**config.mk**
```make
export PLATFORM = sky130hd
export DESIGN_NAME = fpu_host_sequencer
export DESIGN_NICKNAME = d
export VERILOG_FILES = /design/src/rtl/fpu_host_sequencer.sv
export SDC_FILE = /design/constraint.sdc
export NUM_CORES = 1
export LEC_CHECK = 0
export ABC_CLOCK_PERIOD_IN_PS = 2300
export CELL_PAD_IN_SITES_DETAIL_PLACEMENT = 0
export CELL_PAD_IN_SITES_GLOBAL_PLACEMENT = 1
export CORE_ASPECT_RATIO = 1.2
export CORE_MARGIN = 3
export CORE_UTILIZATION = 31
export DETAILED_ROUTE_END_ITERATION = 8
export PLACE_DENSITY_LB_ADDON = 0.12
export RECOVER_POWER = 25
export SETUP_SLACK_MARGIN = 0.02
export SLEW_MARGIN = 15
export SYNTH_ARGS = -nofsm -noshare
export SYNTH_HDL_FRONTEND = slang
export SYNTH_SLANG_ARGS = --single-unit
```
**constraint.sdc**
```tcl
create_clock -name clk -period 2.3 [get_ports clk]
set_input_delay 0.69 -clock clk [delete_from_list [all_inputs] [get_ports clk]]
set_output_delay 0.69 -clock clk [all_outputs]
set_load 0.03 [all_outputs]
```
**src/rtl/fpu_host_sequencer.sv**
```systemverilog
// fpu_host_sequencer: round-robin host running one 32-bit op on a byte-wide FPU port (req_*/rsp_* requester side, fpu_* bus side)
module fpu_host_sequencer #(
  parameter int NUM_REQ = 2,
  parameter int RD_LAT = 1,
  parameter int TIMEOUT_CYC = 1024
) (
  input  logic                    clk,
  input  logic                    arst,
  input  logic [NUM_REQ-1:0]      req_valid,
  input  logic [4*NUM_REQ-1:0]    req_op,
  input  logic [32*NUM_REQ-1:0]   req_a,
  input  logic [32*NUM_REQ-1:0]   req_b,
  output logic [NUM_REQ-1:0]      req_ready,
  output logic [NUM_REQ-1:0]      rsp_valid,
  output logic [31:0]             rsp_result,
  output logic                    rsp_err,
  output logic [7:0]              fpu_data_out,
  input  logic [7:0]              fpu_data_in,
  output logic [3:0]              fpu_addr,
  output logic                    fpu_cs,
  output logic                    fpu_rd,
  output logic                    fpu_wr,
  output logic                    fpu_end_ack,
  input  logic                    fpu_cmd_end,
  input  logic                    fpu_busy
);
  localparam int PW = $clog2(NUM_REQ);
  localparam int TW = $clog2(TIMEOUT_CYC + 1);
  typedef enum logic [2:0] {IDLE, GRANT, WRITE, WAIT_END, READ, ACK, ABORT, RESP} state_t;
  state_t state, state_nx;
  logic [PW-1:0] ptr, owner, winner, j;
  logic [3:0] op, idx;
  logic [31:0] a, b, result;
  logic [63:0] ab;
  logic [1:0] lat;
  logic [TW-1:0] tcnt;
  logic rd_strobe, rd_sample;
  always_comb begin
    winner = ptr;
    j = '0;
    for (int k = NUM_REQ - 1; k >= 0; k--) begin
      j = PW'((32'(ptr) + 32'(k)) % NUM_REQ);
      if (req_valid[j]) winner = j;
    end
  end
  always_comb begin
    ab = {b, a};
    rd_strobe = state == READ && lat == 2'd0;
    rd_sample = state == READ && lat == 2'(RD_LAT);
    req_ready = (state == GRANT && |req_valid) ? NUM_REQ'(1) << winner : '0;
    rsp_valid = (state == RESP) ? NUM_REQ'(1) << owner : '0;
    fpu_wr = state == WRITE;
    fpu_rd = rd_strobe;
    fpu_cs = fpu_wr || fpu_rd;
    fpu_addr = fpu_wr ? idx : rd_strobe ? 4'd9 + idx : 4'd0;
    fpu_data_out = !fpu_wr ? 8'd0 : idx[3] ? {4'd0, op} : ab[{idx[2:0], 3'b000} +: 8];
    fpu_end_ack = (state == ACK && fpu_cmd_end) || state == ABORT;
    state_nx = (state == IDLE)     ? ((|req_valid && !fpu_busy) ? GRANT : IDLE) :
               (state == GRANT)    ? (|req_valid ? WRITE : IDLE) :
               (state == WRITE)    ? ((idx == 4'd8) ? WAIT_END : WRITE) :
               (state == WAIT_END) ? (fpu_cmd_end ? READ : (tcnt == TW'(TIMEOUT_CYC - 1)) ? ABORT : WAIT_END) :
               (state == READ)     ? ((rd_sample && idx == 4'd3) ? ACK : READ) :
               (state == ACK)      ? (fpu_cmd_end ? ACK : RESP) :
               (state == ABORT)    ? RESP : IDLE;
  end
  always_ff @(posedge clk) begin
    if (arst) begin
      state <= IDLE;
      ptr <= '0;
      owner <= '0;
      op <= '0;
      a <= '0;
      b <= '0;
      result <= '0;
      idx <= '0;
      lat <= '0;
      tcnt <= '0;
      rsp_result <= '0;
      rsp_err <= 1'b0;
    end else begin
      state <= state_nx;
      if (state == GRANT && |req_valid) begin
        owner <= winner;
        op <= req_op[4*32'(winner) +: 4];
        a <= req_a[32*32'(winner) +: 32];
        b <= req_b[32*32'(winner) +: 32];
        ptr <= (32'(winner) == NUM_REQ - 1) ? '0 : winner + 1'b1;
      end
      idx <= ((state == WRITE && idx != 4'd8) || rd_sample) ? idx + 4'd1 :
             (state == WRITE || state == READ) ? idx : 4'd0;
      lat <= (state == READ && !rd_sample) ? lat + 2'd1 : 2'd0;
      tcnt <= (state == WAIT_END) ? tcnt + 1'b1 : '0;
      if (rd_sample) result[{idx[1:0], 3'b000} +: 8] <= fpu_data_in;
      if (state_nx == RESP) begin
        rsp_result <= (state == ABORT) ? 32'd0 : result;
        rsp_err <= state == ABORT;
      end
    end
  end
endmodule

```
After elaboration in Yosys (flattened, before gate mapping)

Cells that the tools add are included.

Add/subtract/negate cells: 7
$mul: 0
Div/mod/pow operators: 0
Magnitude comparators: 2
Equality and inequality tests: 14
Shifts and indexed selects: 8
Multiplexer cells: 31
Bitwise gates (word level): 2
Reduce and logical (&&, ||, !) cells: 19

Operators with widths:

| cell                                                 | number |
|---|---|
| indexed part select 64 x 7 -> 32 bit                 | 2 |
| indexed part select 64 x 7 -> 8 bit                  | 1 |
| bitwise mux 32 bit                                   | 1 |
| two-way mux 32 bit                                   | 1 |
| variable shift 8 x 7 -> 32 bit, first input constant | 1 |
| indexed part select 8 x 7 -> 32 bit                  | 1 |
| two-way mux 3 bit                                    | 9 |
| two-way mux 4 bit                                    | 4 |
| two-way mux 8 bit                                    | 2 |
| == test 3 bit, second input constant                 | 5 |
| adder 11 x 1 -> 11 bit, second input constant        | 1 |
| == test 11 x 10 -> 1 bit, second input constant      | 1 |
| two-way mux 1 bit                                    | 10 |
| logical AND 1 bit                                    | 8 |
| two-way mux 2 bit                                    | 4 |
| indexed part select 8 x 4 -> 4 bit                   | 1 |
| negation 5 -> 7 bit                                  | 1 |
| == test 3 x 2 -> 1 bit, second input constant        | 2 |
| OR reduction 2 bit                                   | 3 |
| adder 4 x 1 -> 4 bit, second input constant          | 1 |
| adder 4 bit, first input constant                    | 1 |
| == test 4 x 2 -> 1 bit, second input constant        | 1 |
| == test 4 bit, second input constant                 | 1 |
| logical OR 1 bit                                     | 4 |
| other kinds (12)                                     | 17 |

Register bits after elaboration: 155
Latch bits: 0
RAM bits: 0
ROM bits: 0
Output and inout bits: 53
Logic and storage cells: 95
Memories kept: 0

Logic depth before layout (Yosys ltp)

Gate-level depths: netlist of the first run.

Depth after elaboration: 10
Gate-level depth with buffers: 8
Depth with buffers taken out: 6

Least setup slack after synthesis of the first run

OpenSTA, ideal clock, no wires.

Path type: register to output
Start: reg state[1]
End: out fpu_addr[3]
Data arrival time: 1.792 ns
Data required time: 1.610 ns
Path slack: -0.182 ns
Cell stages (with the launch flop): 6
Buffers on the path: 1
Cell sequence: dfxtp_1 > clkbuf_1 > nand4bb_1 > inv_1 > nand2_1 > o21ai_0

Longest elaborated chain between the ends: 4
Elaborated cells on any way between the ends: 5

Ends and longest elaborated chain:

| what                            | line | source |
|---|---|---|
| start, declared                 | 30   | `state_t state, state_nx;` |
| start signal, assigned          | 81   | `state <= state_nx;` |
| == test 3 bit                   | 48   | `rd_strobe = state == READ && lat == 2'd0;` |
| logical AND 1 bit               | 48   |  |
| named net fpu_rd                | 21   | `output logic fpu_rd,` |
| two-way mux 4 bit (2 in series) | 55   | `fpu_addr = fpu_wr ? idx : rd_strobe ? 4'd9 + idx : 4'd0;` |
| end, declared                   | 19   | `output logic [3:0] fpu_addr,` |

The timed path passes the listed nets, and every way through them passes these cells.

Worst setup path after layout of the first run

Start: reg idx[0]
End: out fpu_data_out[0]

Longest elaborated chain between the ends: 3

Ends and longest elaborated chain:

| what                                | line | source |
|---|---|---|
| start, declared                     | 32   | `logic [3:0] op, idx;` |
| start signal, assigned              | 89   | `idx <= ((state == WRITE && idx != 4'd8) \|\| rd_sample) ? idx + 4'd1 :` |
| indexed part select 64 x 7 -> 8 bit | 56   | `fpu_data_out = !fpu_wr ? 8'd0 : idx[3] ? {4'd0, op} : ab[{idx[2:0], 3'b000} +: 8];` |
| two-way mux 8 bit (2 in series)     | 56   |  |
| end, declared                       | 17   | `output logic [7:0] fpu_data_out,` |

Every way passes these cells.

==> reports/metrics.csv, run 1 <==
metric,value,unit
avgSynthCellArea,9.15,sq um
fin_ws,-386,ps
drive_above_1_share,18.2,%
async_reset_ff_share,0,%
wl_per_cell,18.3,um
dieArea,23400,sq um
clock_path_buffers,2,
combPwrFrac,21.2,%
cp_cell_sequence,buf_12 > buf_8 > mux4_2 > o22ai_2 > nor3_2 > buf_4,
rrSetupSlack,80,ps
globalplace.congestion,0.881,
die_height,167,um
clk-insertion-delay-late,430,ps
hold_path_depth,2,
synthDominantCellAreaShare,46.3,%
core.rowCount,58,
crit_type,register to output pin,
vias,6555,
rsz0062_at_grt,yes,
synth_edf_count,0,
critPathSlowestCell,mux4_2,
start_util,31.7,%
fmax,0.372,GHz
p_leak,3.59,nW
setup-tns-final,-3790,ps
crit_path_end_kind,output pin,
grt_pass1_vias,6805,
syn_inst,732,
cp_num_buf_inv,3,
ff2ff_path_depth,10,
cts_tree,done,
skew,10.8,ps
powerDensity,712,nW/um^2
hp-start,result[26],
cp.required,1610,ps
routed_wl,22800,um
stdcell_count,1241,
ir_drop,0.495,mV
violations,negative setup slack,
fillers,1970,
min_path_type,register to register,
worstSetupStartpointType,register,
report.final.slew_viol_count,0,
nets,1115,
antenna_found_initial,2,
ys_warn_count,0,
coreArea,21100,sq um
ys_seq_area_share,46.3,%
grt_usage,19.3,%
r2r-start,state[0],
yosysTopAreaCell,dfxtp_1,
cp.arrival,2000,ps
syn_nets,889,
path_max_fanout,4,
area_growth,53.5,%
io_buffers,202,
internal-power,0.00535,W
drv_cap,0,
finalHoldViolations,0,
path_clk_slew,60,ps
root_buffer,clkbuf_16,
period_share,117,%
drtIter0Drc,516,
ys_types,51,
synth_area,6700,sq um
regToRegEndpoint,a[18],
numCtsBuffers,17,
netSwitchingFraction,26.9,%
via_per_inst,5.28,
cpLargestDelayFamily,multiplexers,
ant_nets,0,
grt_pass1_wl,36100,um
hpwl,16200,um
setup-violations-final,15,
ios,203,
p_seq_share,40.2,%
slowest_delay,550,ps
min_period,2690,ps
synth_area_leaders,"dfxtp_1, a222oi_1, nand3_1",
synth_common_cells,"dfxtp_1, nor2_1, nand3_1, a222oi_1, nand2_1",
p_switching,0.00197,W
cts-htree-levels,4,
overflow,0,
drtPass1Iterations,8,
yosys.cell_count.top_type,dfxtp_1,
hold-path-endpoint,result[26],
worstMarginPinSlew,498,ps
dp.cells,1179,
antenna_cells,0,
pwr-share-clk,38.6,%
ys.flop_type,dfxtp_1,
clkSinkCount,155,
die_w,140,um
grt_max_degree,99,
synth_seq_cells,155,
slew_headroom,66.7,%
status,finished with violations,
drc_errors,0,
final cells by class:
cell class | count | area (sq um) | area share [%]
Inverter | 12 | 60.1 | 0.584
Clock buffer | 21 | 460 | 4.48
Tap cell | 270 | 338 | 3.29
Multi-Input combinational cell | 501 | 3430 | 33.4
Timing Repair Buffer | 271 | 2740 | 26.7
Clock inverter | 11 | 136 | 1.33
Sequential cell | 155 | 3110 | 30.3
worst max-delay path by stage:
stage	to	start	cells past startpoint	slack, ps
final	fpu_data_out[0]	idx[0]	6	-390
after global placement	fpu_data_out[6]	idx[0]	5	-260
after detailed placement	fpu_data_out[6]	idx[0]	5	-320
after CTS	fpu_data_out[0]	idx[0]	6	-450
after floorplan	fpu_addr[3]	state[1]	5	40
after global routing	fpu_data_out[0]	idx[0]	6	-460
registers in the layout, indices dropped and copies added (netlist names), 2 cells and up:
signal,count
a,32
b,32
result,32
rsp_result,32
tcnt,11
idx,4
op,4
state,3
lat,2
cells in the final DEF (no fill, tap or decap), types with 5 or more instances in the layout:
cell             count
inv_1                8
dfxtp_1            149
a222oi_1            68
buf_8                5
nand2_1             50
nor3_2               5
clkdlybuf4s50_1    180
nand2b_1            39
nor2_1              88
clkinvlp_4           6
mux4_2              16
clkbuf_1             5
buf_6               13
buf_12              13
dfxtp_2              5
nor2b_1              7
o21ai_0             33
a21oi_1             40
clkbuf_16           17
buf_4               54
nand3_1             74
xor2_1               5
cells by family (layout without fill, tap and decap cells):
kind of cell / Yosys count / in the layout / synth area share (%)
and+or+nand+nor: 299 / 299 / 21.8
AOI/OAI and AO/OA: 166 / 166 / 18.2
DFF: 155 / 155 / 46.3
buffers and inverters: 76 / 315 / 5.15
muxes: 20 / 20 / 5.98
xor gates and xnor gates: 9 / 9 / 1.18
adders and majority gates: 7 / 7 / 1.31
stage by stage:
step | power, W | setup slack (ps) | cell area, sq um | util, % | hold slack [ps]
after floorplan | 0.00367 | 38.4 | 6730 | - | 425
after global placement | 0.00431 | -262 | 9220 | 43.7 | 437
after detailed placement | 0.00432 | -318 | 9220 | 43.7 | 447
after CTS | 0.00738 | -449 | 10200 | 48.3 | 436
after global routing | 0.00765 | -458 | 10300 | 48.7 | 474
final | 0.00732 | -386 | 10300 | 48.7 | 455
power by group through the flow:
stage	combinational, W	clock, W	sequential, W
2_1_floorplan	0.000727	0	0.00295
3_3_place_gp	0.00131	0	0.00300
3_5_place_dp	0.00132	0	0.00300
4_1_cts	0.00152	0.00291	0.00295
5_1_grt	0.00167	0.00302	0.00296
6_report	0.00155	0.00282	0.00294
tightest hold or removal path: cells and delay by family, from the launching register on:
kind | cells | cell delay (ps)
and+or+nand+nor | 1 | 50
AOI/OAI and AO/OA | 1 | 50
DFF | 1 | 310
metal layers:
metal	vias to the layer above	part of all wire [%]	track usage, %	wire length [um]
li1	3165	-	-	-
met2	261	51	33.7	11600
met5	-	0.062	0	14
met4	4	1.6	5.39	367
met1	3099	39	22.6	8940
met3	26	8.1	6.29	1830
what timing repair did:
action,in CTS,in global routing
gates cloned,1,0
hold buffers,0,0
setup buffers,22,7
pin swaps,11,9
gates resized for setup,72,21
setup endpoints to repair,17,18
No activity file was read; power rests on OpenSTA's default activity.
==> inputs of run 2 (changes only) <==
Settings changed: ABC_CLOCK_PERIOD_IN_PS 2300 to default, CORE_UTILIZATION 31 to 35, CTS_CLUSTER_SIZE from default to 30.
Clock period 2.3 ns to 2.8 ns, I/O delays scaled along.
==> run 2 against run 1 <==
  * The run now ends clean
  * Routed wire length shrank 4.6%
  * Register-to-register slack gained 510 ps
  * Flip-flop and latch count is the same
  * Clock-buffer cell count shrank 4
  * Non-clock buffer count shrank 45
==> reports/metrics.csv, run 2 (synthesis gave the netlist of run 1 again) <==
metric,value,unit,change
hpwl,15800,um,-2.4%
via_per_inst,5.41,,+2.4%
core.rowCount,54,,-6.9%
dieArea,20800,sq um,-11%
slowest_delay,510,ps,-40 ps
drtPass1Iterations,9,,+1
grt_pass1_vias,6396,,-6.0%
drtIter0Drc,631,,+22%
io_buffers,202,,unchanged
drive_above_1_share,11.9,%,-6.3 points
worstSetupStartpointType,register,,
path_clk_slew,60,ps,about the same
grt_max_degree,87,,-12%
cp_cell_sequence,buf_12 > mux4_2 > o22ai_2 > nor3_2 > buf_4,,
fin_ws,62.6,ps,+449 ps
vias,6369,,-2.8%
clk-insertion-delay-late,420,ps,about the same
total_power,0.00578,W,-21%
r2r-start,state[0],,
internal-power,0.00420,W,-21%
skew,4.28,ps,-6.52 ps
cts_tree,done,,
rsz0062_at_grt,yes,,
cts-htree-levels,4,,unchanged
routed_wl,21700,um,-4.6%
period_share,97.8,%,
path_max_fanout,8,,+4
wl_per_cell,18.4,um,+0.49%
netSwitchingFraction,27.3,%,+0.40 points
stdcell_count,1178,,-5.1%
worstMarginPinSlew,787,ps,+289 ps
nets,1070,,-4.0%
clock_path_buffers,2,,unchanged
die_w,132,um,-5.6%
coreArea,18500,sq um,-12%
p_seq_share,42.1,%,+1.9 points
min_path_type,register to register,,
drv_cap,0,,unchanged
dp.cells,1144,,-3.0%
ant_nets,0,,unchanged
grt_usage,20.8,%,+1.5 points
antenna_cells,0,,unchanged
combPwrFrac,18.2,%,-3.0 points
grt_most_used_layer,met2,,
cp.arrival,1900,ps,-100 ps
pwr-share-clk,39.7,%,+1.1 points
final_cell_mix,"clkdlybuf4s50_1, dfxtp_1, nor2_1",,
drc_errors,0,,unchanged
powerDensity,597,nW/um^2,-16%
globalplace.congestion,0.867,,-1.6%
ir_drop,0.413,mV,-17%
clkSinkCount,155,,unchanged
crit_type,register to output pin,,
status,completed,,
setup-violations-final,0,,-15
crit_start,idx[0],,
min_period,2740,ps,
post-place-ws,4.25,ps,+322 ps
grt_use_met2,36.4,%,+2.7 points
met3_usage,5.15,%,-1.1 points
critPathSlowestCell,mux4_2,,
hold_buffers,0,,unchanged
slew_headroom,47.1,%,-20 points
ios,203,,unchanged
crit_path_end_kind,output pin,,
p_leak,3.31,nW,-7.6%
overflow,0,,unchanged
numCtsBuffers,17,,unchanged
area_growth,44.6,%,
report.final.slew_viol_count,0,,unchanged
cp.required,1960,ps,+350 ps
root_buffer,clkbuf_16,,
fmax,0.365,GHz,
grt_pass1_wl,34100,um,-5.7%
hp-start,result[23],,
layout.cells.most_common,clkdlybuf4s50_1,,
grt_use_met1,24.7,%,+2.1 points
die_height,158,um,-5.7%
finalHoldViolations,0,,unchanged
p_switching,0.00158,W,-20%
start_util,36.2,%,+4.5 points
antenna_found_initial,0,,-2
## run 2: power groups by stage
stage	clock, W	combinational, W	sequential [W]
global route	0.00243	0.00115	0.00244
global placement	0	0.00101	0.00248
finish	0.00229	0.00105	0.00243
floorplan	0	0.000592	0.00242
CTS	0.00234	0.00105	0.00244
detailed placement	0	0.00102	0.00248
## run 2: worst paths after layout
path                           to  slack, ps  depth (start not counted)
hold reg to reg        result[23]        450                          2
setup / recovery  fpu_data_out[1]         60                          5
hold / removal         result[23]        450                          2
setup reg to reg             b[2]        590                          6
## run 2: stage by stage
stage | setup TNS (ps) | util (%) | hold WS (ps) | cell area [sq um]
2_1_floorplan | 0 | - | 425 | 6700
4_1_cts | 0 | 52.3 | 454 | 9680
5_1_grt | -6.11 | 52.3 | 470 | 9690
3_3_place_gp | 0 | 48.9 | 437 | 9060
6_report | 0 | 52.3 | 453 | 9690
3_5_place_dp | 0 | 48.9 | 445 | 9060
## run 2: cell type report
class | count | area, sq um
multi-input cells | 501 | 3310
clock inverters | 15 | 165
clock buffers | 17 | 425
repair buffers | 226 | 2310
fillers | 1714 | 8830
well taps | 252 | 315
inverters | 12 | 53.8
flip-flops and latches | 155 | 3110
## run 2: what timing repair did
action                                  4_1_cts  5_1_grt
endpoints found under the setup margin       11       13
gates resized for setup                      48       18
pin swaps                                     1        3
buffers inserted                              1        0
gates cloned                                  1        0
## run 2: metal layers
| metal | vias up | part of all wire, % | routed length [um] |
|---|---|---|---|
| met4 | 0 | 2.4 | 522 |
| met3 | 27 | 7.0 | 1510 |
| li1 | 3076 | - | - |
| met2 | 252 | 51 | 11100 |
| met5 | - | 0 | 0 |
| met1 | 3014 | 40 | 8580 |
## run 2: critical path: cells and delay by family (launching register included)
kind / cells / cell delay (ps)
AO/OA/AOI/OAI: 1 / 180
buffers and inverters: 2 / 320
flip-flops: 1 / 400
AND/OR/NAND/NOR: 1 / 70
multiplexers: 1 / 510
==> inputs of run 3 (changes only) <==
Settings changed: CORE_UTILIZATION 35 to 38.
Clock period 2.8 ns to 3.3 ns, I/O delays scaled along.
==> run 3 against run 2 <==
  * Routed wire length is 3.1% lower
  * Register-to-register slack better by 400 ps
  * Final area is 1.5% lower
  * Critical path depth is 1 lower
  * Sequential share of layout area is 0.46 points higher
  * The run now ends with design-rule violations, max-capacitance violations, max-slew violations left
  * Die area is 7.6% lower
==> reports/metrics.csv, run 3 (synthesis gave the netlist of run 1 again) <==
metric,value,unit,change
globalplace.congestion,0.906,,+4.5%
status,finished with violations,,
cts_tree,done,,
critPathSlowestCell,clkdlybuf4s50_1,,
routed_wl,21000,um,-3.1%
grt_pass1_vias,6268,,-2.0%
nets,1060,,-0.93%
skew,9.90,ps,+5.62 ps
wl_per_cell,18.6,um,+0.87%
fmax,0.316,GHz,
drtIter0Drc,724,,+15%
clock_path_buffers,2,,unchanged
path_max_fanout,16,,+8
worstSetupStartpointType,register,,
via_per_inst,5.61,,+3.8%
setup-violations-final,0,,unchanged
report.final.slew_viol_count,95,,+95
core.rowCount,52,,-3.7%
coreArea,17100,sq um,-7.6%
antenna_found_initial,0,,unchanged
area_growth,42.4,%,
final_cell_mix,"clkdlybuf4s50_1, dfxtp_1, nor2_1",,
path_clk_slew,60,ps,about the same
drv_cap,1,,+1
start_util,39.2,%,+3.0 points
vias,6352,,-0.27%
crit_type,register to output pin,,
cp.arrival,2180,ps,+280 ps
slowest_delay,780,ps,+270 ps
cp_cell_sequence,buf_4 > nand4bb_1 > inv_1 > clkdlybuf4s50_1,,
root_buffer,clkbuf_16,,
p_leak,3.28,nW,-1.0%
clkSinkCount,155,,unchanged
violations,"design-rule violations, max-capacitance violations, max-slew violations",,
finalHoldViolations,0,,unchanged
grt_pass1_wl,32700,um,-4.2%
dieArea,19300,sq um,-7.6%
cp.required,2310,ps,+350 ps
ant_nets,0,,unchanged
min_path_type,register to register,,
powerDensity,525,nW/um^2,-12%
die_height,151,um,-3.9%
clk-insertion-delay-late,430,ps,about the same
cts-htree-levels,4,,unchanged
min_period,3170,ps,
hpwl,15200,um,-3.4%
grt_max_degree,95,,+9.2%
fin_util,55.8,%,+3.4 points
fillers,1556,,-9.2%
rsz0062_at_grt,no,,
die_w,127,um,-3.8%
io_buffers,202,,unchanged
setup-tns-final,0,ps,unchanged
slew_headroom,-13.0,%,-60 points
grt_usage,21.6,%,+0.88 points
ir_drop,0.344,mV,-17%
crit_path_end_kind,output pin,,
layout.cells.most_common,clkdlybuf4s50_1,,
post_cts_buffers,0,,-1
drtPass1Iterations,9,,unchanged
overflow,0,,unchanged
worstMarginPinSlew,1690,ps,+907 ps
ios,203,,unchanged
antenna_cells,0,,unchanged
drive_above_1_share,8.84,%,-3.0 points
drc_errors,4,,+4
period_share,96.0,%,
numCtsBuffers,17,,unchanged
## run 3: changes by cell type in the layout (fill, tap and decap cells not counted), sizes merged, moves of 2 or more
| cell | delta |
|---|---|
| inv | -2 |
| dlygate4sd2 | +7 |
| bufinv | +2 |
| buf | -20 |
| clkinv | -4 |
| clkdlybuf4s50 | +3 |
| clkbuf | +2 |
## run 3: worst paths after layout
kind	slack (ps)	end	cells past startpoint	startpoint
max	130	fpu_rd	4	state[0]
max reg2reg	990	result[23]	6	idx[1]
min reg2reg	450	lat[0]	1	lat[0]
min	450	lat[0]	1	lat[0]
## run 3: layout make-up
cell class	instances	area (sq um)	share of cell area [%]
Multi-Input combinational cell	501	3270	34.3
Clock buffer	20	457	4.79
Clock inverter	12	186	1.95
Inverter	12	50.0	0.525
Tap cell	216	270	2.83
Timing Repair Buffer	216	2200	23.1
Sequential cell	155	3100	32.5
## run 3: worst max-delay path, delay by kind of cell, from the launching register on
kind	cells	cell delay, ps
buffers and inverters	3	1170
DFF	1	310
and+or+nand+nor	1	280
## run 3: per-layer routing
layer | vias up | wire length (um) | part of all wire (%) | track usage, %
met5 | - | 0 | 0 | 0
met4 | 0 | 477 | 2.3 | 8.10
met3 | 36 | 1520 | 7.2 | 5.65
met2 | 277 | 10900 | 52 | 38.9
met1 | 2988 | 8150 | 39 | 24.7
li1 | 3051 | - | - | -
## run 3: what timing repair did
action / 4_1_cts / 5_1_grt
setup endpoints to repair: 8 / 1
hold buffers: 0 / 0
pin swaps: 0 / 0
gates resized for setup: 9 / 2
## run 3: power breakdown
| part | switching [W] | total (W) | internal [W] |
|---|---|---|---|
| registers | 0.0000876 | 0.00206 | 0.00197 |
| logic | 0.000412 | 0.000838 | 0.000426 |
| clock network | 0.000792 | 0.00211 | 0.00132 |
## run 3: metrics by stage
stage / setup WS, ps / cells / cell area, sq um / power, W / hold slack (ps)
detailed placement: 194 / 1100 / 8910 / 0.00294 / 444
global route: 22.7 / 1132 / 9540 / 0.00521 / 475
CTS: 113 / 1132 / 9550 / 0.00504 / 455
floorplan: 518 / 732 / 6700 / 0.00256 / 425
global placement: 230 / 1100 / 8910 / 0.00293 / 437
finish: 133 / 1132 / 9540 / 0.00501 / 454
